`src/rtl/fifo_pkg.sv`:
```
// Shared sizing helpers and types for the parameterised synchronous FIFO.
// Pointer/count widths are derived here so every FIFO file sizes them the same way.
package fifo_pkg;

    function automatic int addr_w(input int depth);
        return (depth <= 1) ? 1 : $clog2(depth);
    endfunction

    function automatic int cnt_w(input int depth);
        return $clog2(depth) + 1;
    endfunction

    function automatic bit is_pow2(input int v);
        return (v > 0) && ((v & (v - 1)) == 0);
    endfunction

    typedef struct packed {
        logic full;
        logic empty;
        logic almost_full;
        logic almost_empty;
    } fifo_flags_t;

endpackage

```
`src/rtl/fifo_mem.sv`:
```
// DATA_W x DEPTH simple dual-port storage: one synchronous write port and one
// registered read port. There is no reset, so the array can map onto block RAM.
module fifo_mem
    import fifo_pkg::*;
#(
    parameter int DATA_W = 8,
    parameter int DEPTH  = 16
) (
    input  logic                     clk,
    input  logic                     we,
    input  logic [addr_w(DEPTH)-1:0] waddr,
    input  logic [DATA_W-1:0]        wdata,
    input  logic                     re,
    input  logic [addr_w(DEPTH)-1:0] raddr,
    output logic [DATA_W-1:0]        rdata
);

    logic [DATA_W-1:0] mem [DEPTH];

    always_ff @(posedge clk) begin
        if (we) mem[waddr] <= wdata;
        if (re) rdata <= mem[raddr];
    end

endmodule

```
`src/rtl/param_sync_fifo.sv`:
```
// Parameterised single-clock FIFO with occupancy count, programmable
// almost-full/almost-empty thresholds and overflow/underflow pulses.
module param_sync_fifo
    import fifo_pkg::*;
#(
    parameter int DATA_W    = 8,
    parameter int DEPTH     = 16,
    parameter int AF_THRESH = 12,
    parameter int AE_THRESH = 4
) (
    input  logic                    clk,
    input  logic                    rst_n,
    input  logic                    w_en,
    input  logic [DATA_W-1:0]       data_in,
    input  logic                    r_en,
    output logic [DATA_W-1:0]       data_out,
    output logic                    rd_valid,
    output logic                    full,
    output logic                    empty,
    output logic                    almost_full,
    output logic                    almost_empty,
    output logic [$clog2(DEPTH):0]  count,
    output logic                    overflow,
    output logic                    underflow
);

    localparam int ADDR_W = addr_w(DEPTH);
    localparam int CNT_W  = cnt_w(DEPTH);

    generate
        if (!is_pow2(DEPTH) || DEPTH < 4) begin : g_bad_depth
            $error("param_sync_fifo: DEPTH must be a power of 2 and >= 4");
        end
        if (AF_THRESH < 1 || AF_THRESH > DEPTH - 1) begin : g_bad_af
            $error("param_sync_fifo: AF_THRESH must be in 1..DEPTH-1");
        end
        if (AE_THRESH < 1 || AE_THRESH > DEPTH - 1) begin : g_bad_ae
            $error("param_sync_fifo: AE_THRESH must be in 1..DEPTH-1");
        end
        if (DATA_W < 1) begin : g_bad_dw
            $error("param_sync_fifo: DATA_W must be >= 1");
        end
    endgenerate

    logic [ADDR_W:0]    wr_ptr, rd_ptr;
    logic               wr_acc, rd_acc;
    logic               rd_seen;
    logic [DATA_W-1:0]  mem_rdata;
    fifo_flags_t        flags;

    // Extra MSB on each pointer is the wrap bit that separates full from empty.
    always_comb begin
        flags.empty        = (wr_ptr == rd_ptr);
        flags.full         = (wr_ptr[ADDR_W-1:0] == rd_ptr[ADDR_W-1:0]) &&
                             (wr_ptr[ADDR_W] != rd_ptr[ADDR_W]);
        flags.almost_full  = (count >= CNT_W'(AF_THRESH));
        flags.almost_empty = (count <= CNT_W'(AE_THRESH));
    end

    assign full         = flags.full;
    assign empty        = flags.empty;
    assign almost_full  = flags.almost_full;
    assign almost_empty = flags.almost_empty;

    assign wr_acc = w_en & ~flags.full;
    assign rd_acc = r_en & ~flags.empty;

    fifo_mem #(
        .DATA_W (DATA_W),
        .DEPTH  (DEPTH)
    ) u_mem (
        .clk   (clk),
        .we    (wr_acc),
        .waddr (wr_ptr[ADDR_W-1:0]),
        .wdata (data_in),
        .re    (rd_acc),
        .raddr (rd_ptr[ADDR_W-1:0]),
        .rdata (mem_rdata)
    );

    always_ff @(posedge clk or negedge rst_n) begin
        if (!rst_n) begin
            wr_ptr    <= '0;
            rd_ptr    <= '0;
            count     <= '0;
            rd_valid  <= 1'b0;
            overflow  <= 1'b0;
            underflow <= 1'b0;
            rd_seen   <= 1'b0;
        end else begin
            if (wr_acc) wr_ptr <= wr_ptr + (ADDR_W+1)'(1);
            if (rd_acc) begin
                rd_ptr  <= rd_ptr + (ADDR_W+1)'(1);
                rd_seen <= 1'b1;
            end
            case ({wr_acc, rd_acc})
                2'b10:   count <= count + CNT_W'(1);
                2'b01:   count <= count - CNT_W'(1);
                default: count <= count;
            endcase
            rd_valid  <= rd_acc;
            overflow  <= w_en & flags.full;
            underflow <= r_en & flags.empty;
        end
    end

    // The storage read register has no reset; mask it to zero until the first
    // read after reset so data_out still clears asynchronously.
    assign data_out = rd_seen ? mem_rdata : '0;

endmodule

```
`config.mk`:
```
export PLATFORM = sky130hd
export DESIGN_NAME = param_sync_fifo
export DESIGN_NICKNAME = d
export VERILOG_FILES = /design/src/rtl/fifo_pkg.sv /design/src/rtl/fifo_mem.sv /design/src/rtl/param_sync_fifo.sv
export SDC_FILE = /design/constraint.sdc
export NUM_CORES = 1
export LEC_CHECK = 0
export ABC_AREA = 1
export BUFFER_PORTS_ARGS = -buffer_cell sky130_fd_sc_hd__buf_2
export CAP_MARGIN = 20
export CORE_AREA = 10 10 195 124
export DETAILED_ROUTE_END_ITERATION = 7
export DIE_AREA = 0 0 205 134
export GPL_TIMING_DRIVEN = 0
export PLACE_DENSITY_LB_ADDON = 0.1
export REMOVE_ABC_BUFFERS = 1
export SYNTH_ARGS = -nofsm -noshare
export SYNTH_HDL_FRONTEND = slang
export SYNTH_SLANG_ARGS = --single-unit
```
`constraint.sdc`:
```
create_clock -name clk -period 4.7 [get_ports clk]
set_input_delay 0.47 -clock clk [delete_from_list [all_inputs] [get_ports clk]]
set_output_delay 0.47 -clock clk [all_outputs]
set_load 0.02 [all_outputs]
```
==> impl_results.md <==
- Status: finished, final reports clean
- Post-synthesis cell area: 6690 um2
- Routed vias: 4441
- Root Buffer: clkbuf_16
- Largest family of logic cells by synthesized area: simple AND/OR/NAND/NOR gates
- Int Power: 0.00306 W
- Post-synth ARST share: 0.123
- FF-to-FF path depth: 17
- Pwr Density: 655 nW/um2
- Drt pass-1 iters: 5
- Post-synth EDFFs: 136
- Placeable Area: 20600 um2
- Final Hold Fails: 0
- Largest net degree at the start of global routing: 40
- R2R Path Start: rd_ptr[0]
- Clk sinks: 155
- Leakage power: 3.05 nW
- Register area share after synthesis: 0.682
- XOR/XNOR Fraction of Synth Area: 0.0105
- CP Capture Point: count[4]
- Max-Cap Viols: 0
- Switching share of power: 0.394
- Clock Pin Slew Worst Setup and Hold Paths: 0.06 ns
- Maximum VDD drop: 305 uV
- Fin cells: 955
- Part of the power in registers: 0.386
- Later-pin clock latency in the skew report: 0.43 ns
- Hold WS: 0.318 ns
- DRT iter0 DRCs: 343
- Adder-cell share of the synthesized area: 0.0198
- Avg Cell Area, Syn: 10.5 um2
- Worst EP arrival: 4.41 ns
- Die Area: 27500 um2
- Top FF cell, synth: edfxtp_1
- Setup TNS: 0 ns
- Grt total ovfl: 0
- GRT Total Usage: 0.130
- CTS resizes: 0
- Proportion of synthesized area in mux cells: 0
- Yosys cell types: 28
- Hold Path Class: primary input to flip-flop
- Setup-failing EPs final: 0
- Critical-path maximum fanout: 39
- Inst Count DP: 923
- Synth Area in Simple Gates: 0.201
- Synth warn: 0
- Most common cell after layout, fill and taps aside: nand2_1
- R2R Path End: count[4]
- Clock network fraction of total power: 0.261
- #FFs+latches synth: 155
- Worst setup EP type: flip-flop
- First-pass GRT wire length: 26700 um
- Routed WL: 17200 um
- Residual DRC: 0
- Fin nets: 686
- Clock buffer count from CTS: 17
- Routability cong.: 0.772
- Crit path time final: 4.04 ns
- Comb pwr share: 0.353
- Worst hold start: r_en
- Initial antenna violation count: 0
- Tcrit/Tclk final: 0.859
- Pwr Total: 0.00504 W
- Placed Area: 7140 um2
- Final antenna-violating net count: 0
- FP Rows: 41
- H-tree depth: 4
- RSZ-0062 raised after global routing: no
- Top Ports: 32
- Die Y: 134 um
- Vias in the first global route: 4422
- Dpl hpwl: 11400 um
- Worst EP required: 5.08 ns
- Layout cell share with drive strength beyond 1: 0.108
- P_sw: 0.00199 W
- Synth-to-layout area growth: 15.2%
- Crit path launch: rd_ptr[0]
- Port Buf Inserts: 31
- Pins Over Slew Limit: 0
- Max Freq: 0.248 GHz
- Initial core utilization: 0.325
- Die Wd: 205 um
- Flop2flop setup slack: 0.66 ns
- Clock Skew: 0.00731 ns
- Critical Path Source Type: flip-flop
- Worst Tran Pin Value: 0.958 ns
- Max Buffers Root-to-Sink: 2
- Relative slew margins: 0.359
- Post-Synthesis Cells: 635
- Most frequent cells in the layout: nand2_1, edfxtp_1, nor2_1
- Post-DR vias/cell: 4.65
- Design area: 7700 um2
- Post-synthesis compound-gate area fraction: 0.0462
- Routed WL per cell: 18.0 um
- Number of diodes: 0
- CTS tree: yes
- WS Path Type: flip-flop to flip-flop
-- metrics by stage --
step                      utilization  setup WS [ns]
final                           0.375          0.663
after global routing            0.375          0.228
after CTS                       0.375          0.574
after detailed placement        0.347          0.594
after global placement          0.344          -1.34
after floorplan                     -          0.688
-- cell families after synthesis --
family / after synthesis
AND/OR/NAND/NOR: 335
flip-flops: 155
buffers and inverters: 66
AO/OA/AOI/OAI: 61
adder cells (fa/ha/maj): 10
XOR/XNOR: 8
-- critical path, cell delays in order, from the launching register on --
cell     delay [ns]
dfrtp_2        0.79
buf_12         0.30
inv_2          0.29
buf_12         0.27
nand2_1        0.07
nand2_1        0.06
nor2_2         0.18
nand3_2        0.22
nand2_2        0.19
inv_1          0.22
ha_1           0.38
fa_1           0.41
nand2_1        0.11
nand2_1        0.06
o21ai_0        0.12
xor2_1         0.17
nand2_1        0.06
nand2_1        0.06
-- sequential cells by signal, summed over array words and instances, names as in the netlist --
register	flops
u_mem.mem	128
overflow	1
rd_valid	1
rd_ptr	5
wr_ptr	5
rd_seen	1
count	5
u_mem.rdata	8
underflow	1
-- worst min-delay path by stage --
stage,cells after the start,slack (ns),to
finish,3,0.32,underflow
global route,3,0.32,overflow
CTS,3,0.30,underflow
detailed placement,1,0.46,underflow
global placement,1,0.46,underflow
floorplan,0,0.17,count[0]
-- cell type report --
type,instances,area [um2]
tap,279,349
inverter,41,154
multi-input combinational,414,1860
fill,2031,12900
clock inverter,13,128
clock buffer,18,429
timing repair buffer,35,225
sequential,155,4560
-- Yosys cell counts (2+ instances only) --
library cell  instances  area (um2)
ha_1                  9         113
nand2_1             173         649
o21ai_0              52         260
inv_1                37         139
nor2_1              117         439
edfxtp_1            136        4080
nand3_1              38         190
dfrtp_1              19         475
buf_2                12        60.1
buf_1                 3        11.3
xor2_1                4        35.0
o21ai_1               5        25.0
inv_2                 3        11.3
xnor2_1               4        35.0
a21oi_1               2        10.0
clkbuf_1              9        33.8
-- power by group through the flow --
stage	sequential, W	clock, W	combinational, W
2_1_floorplan	0.00198	0	0.00106
3_3_place_gp	0.00206	0	0.00165
3_5_place_dp	0.00197	0	0.00179
4_1_cts	0.00195	0.00134	0.00180
5_1_grt	0.00198	0.00140	0.00202
6_report	0.00195	0.00132	0.00178
-- per-layer routing --
metal | track usage | part of all wire | vias to the layer above
li1 | - | - | 2165
met1 | 0.201 | 0.54 | 2167
met2 | 0.169 | 0.39 | 96
met3 | 0.0375 | 0.059 | 13
met4 | 0.0346 | 0.0067 | 0
met5 | 0 | 0 | -
-- what timing repair did --
item | 4_1_cts | 5_1_grt
endpoints found under the hold margin | 7 | 0
buffers inserted | 0 | 0
hold buffers | 1 | 0
No activity file was read; power rests on OpenSTA's default activity.
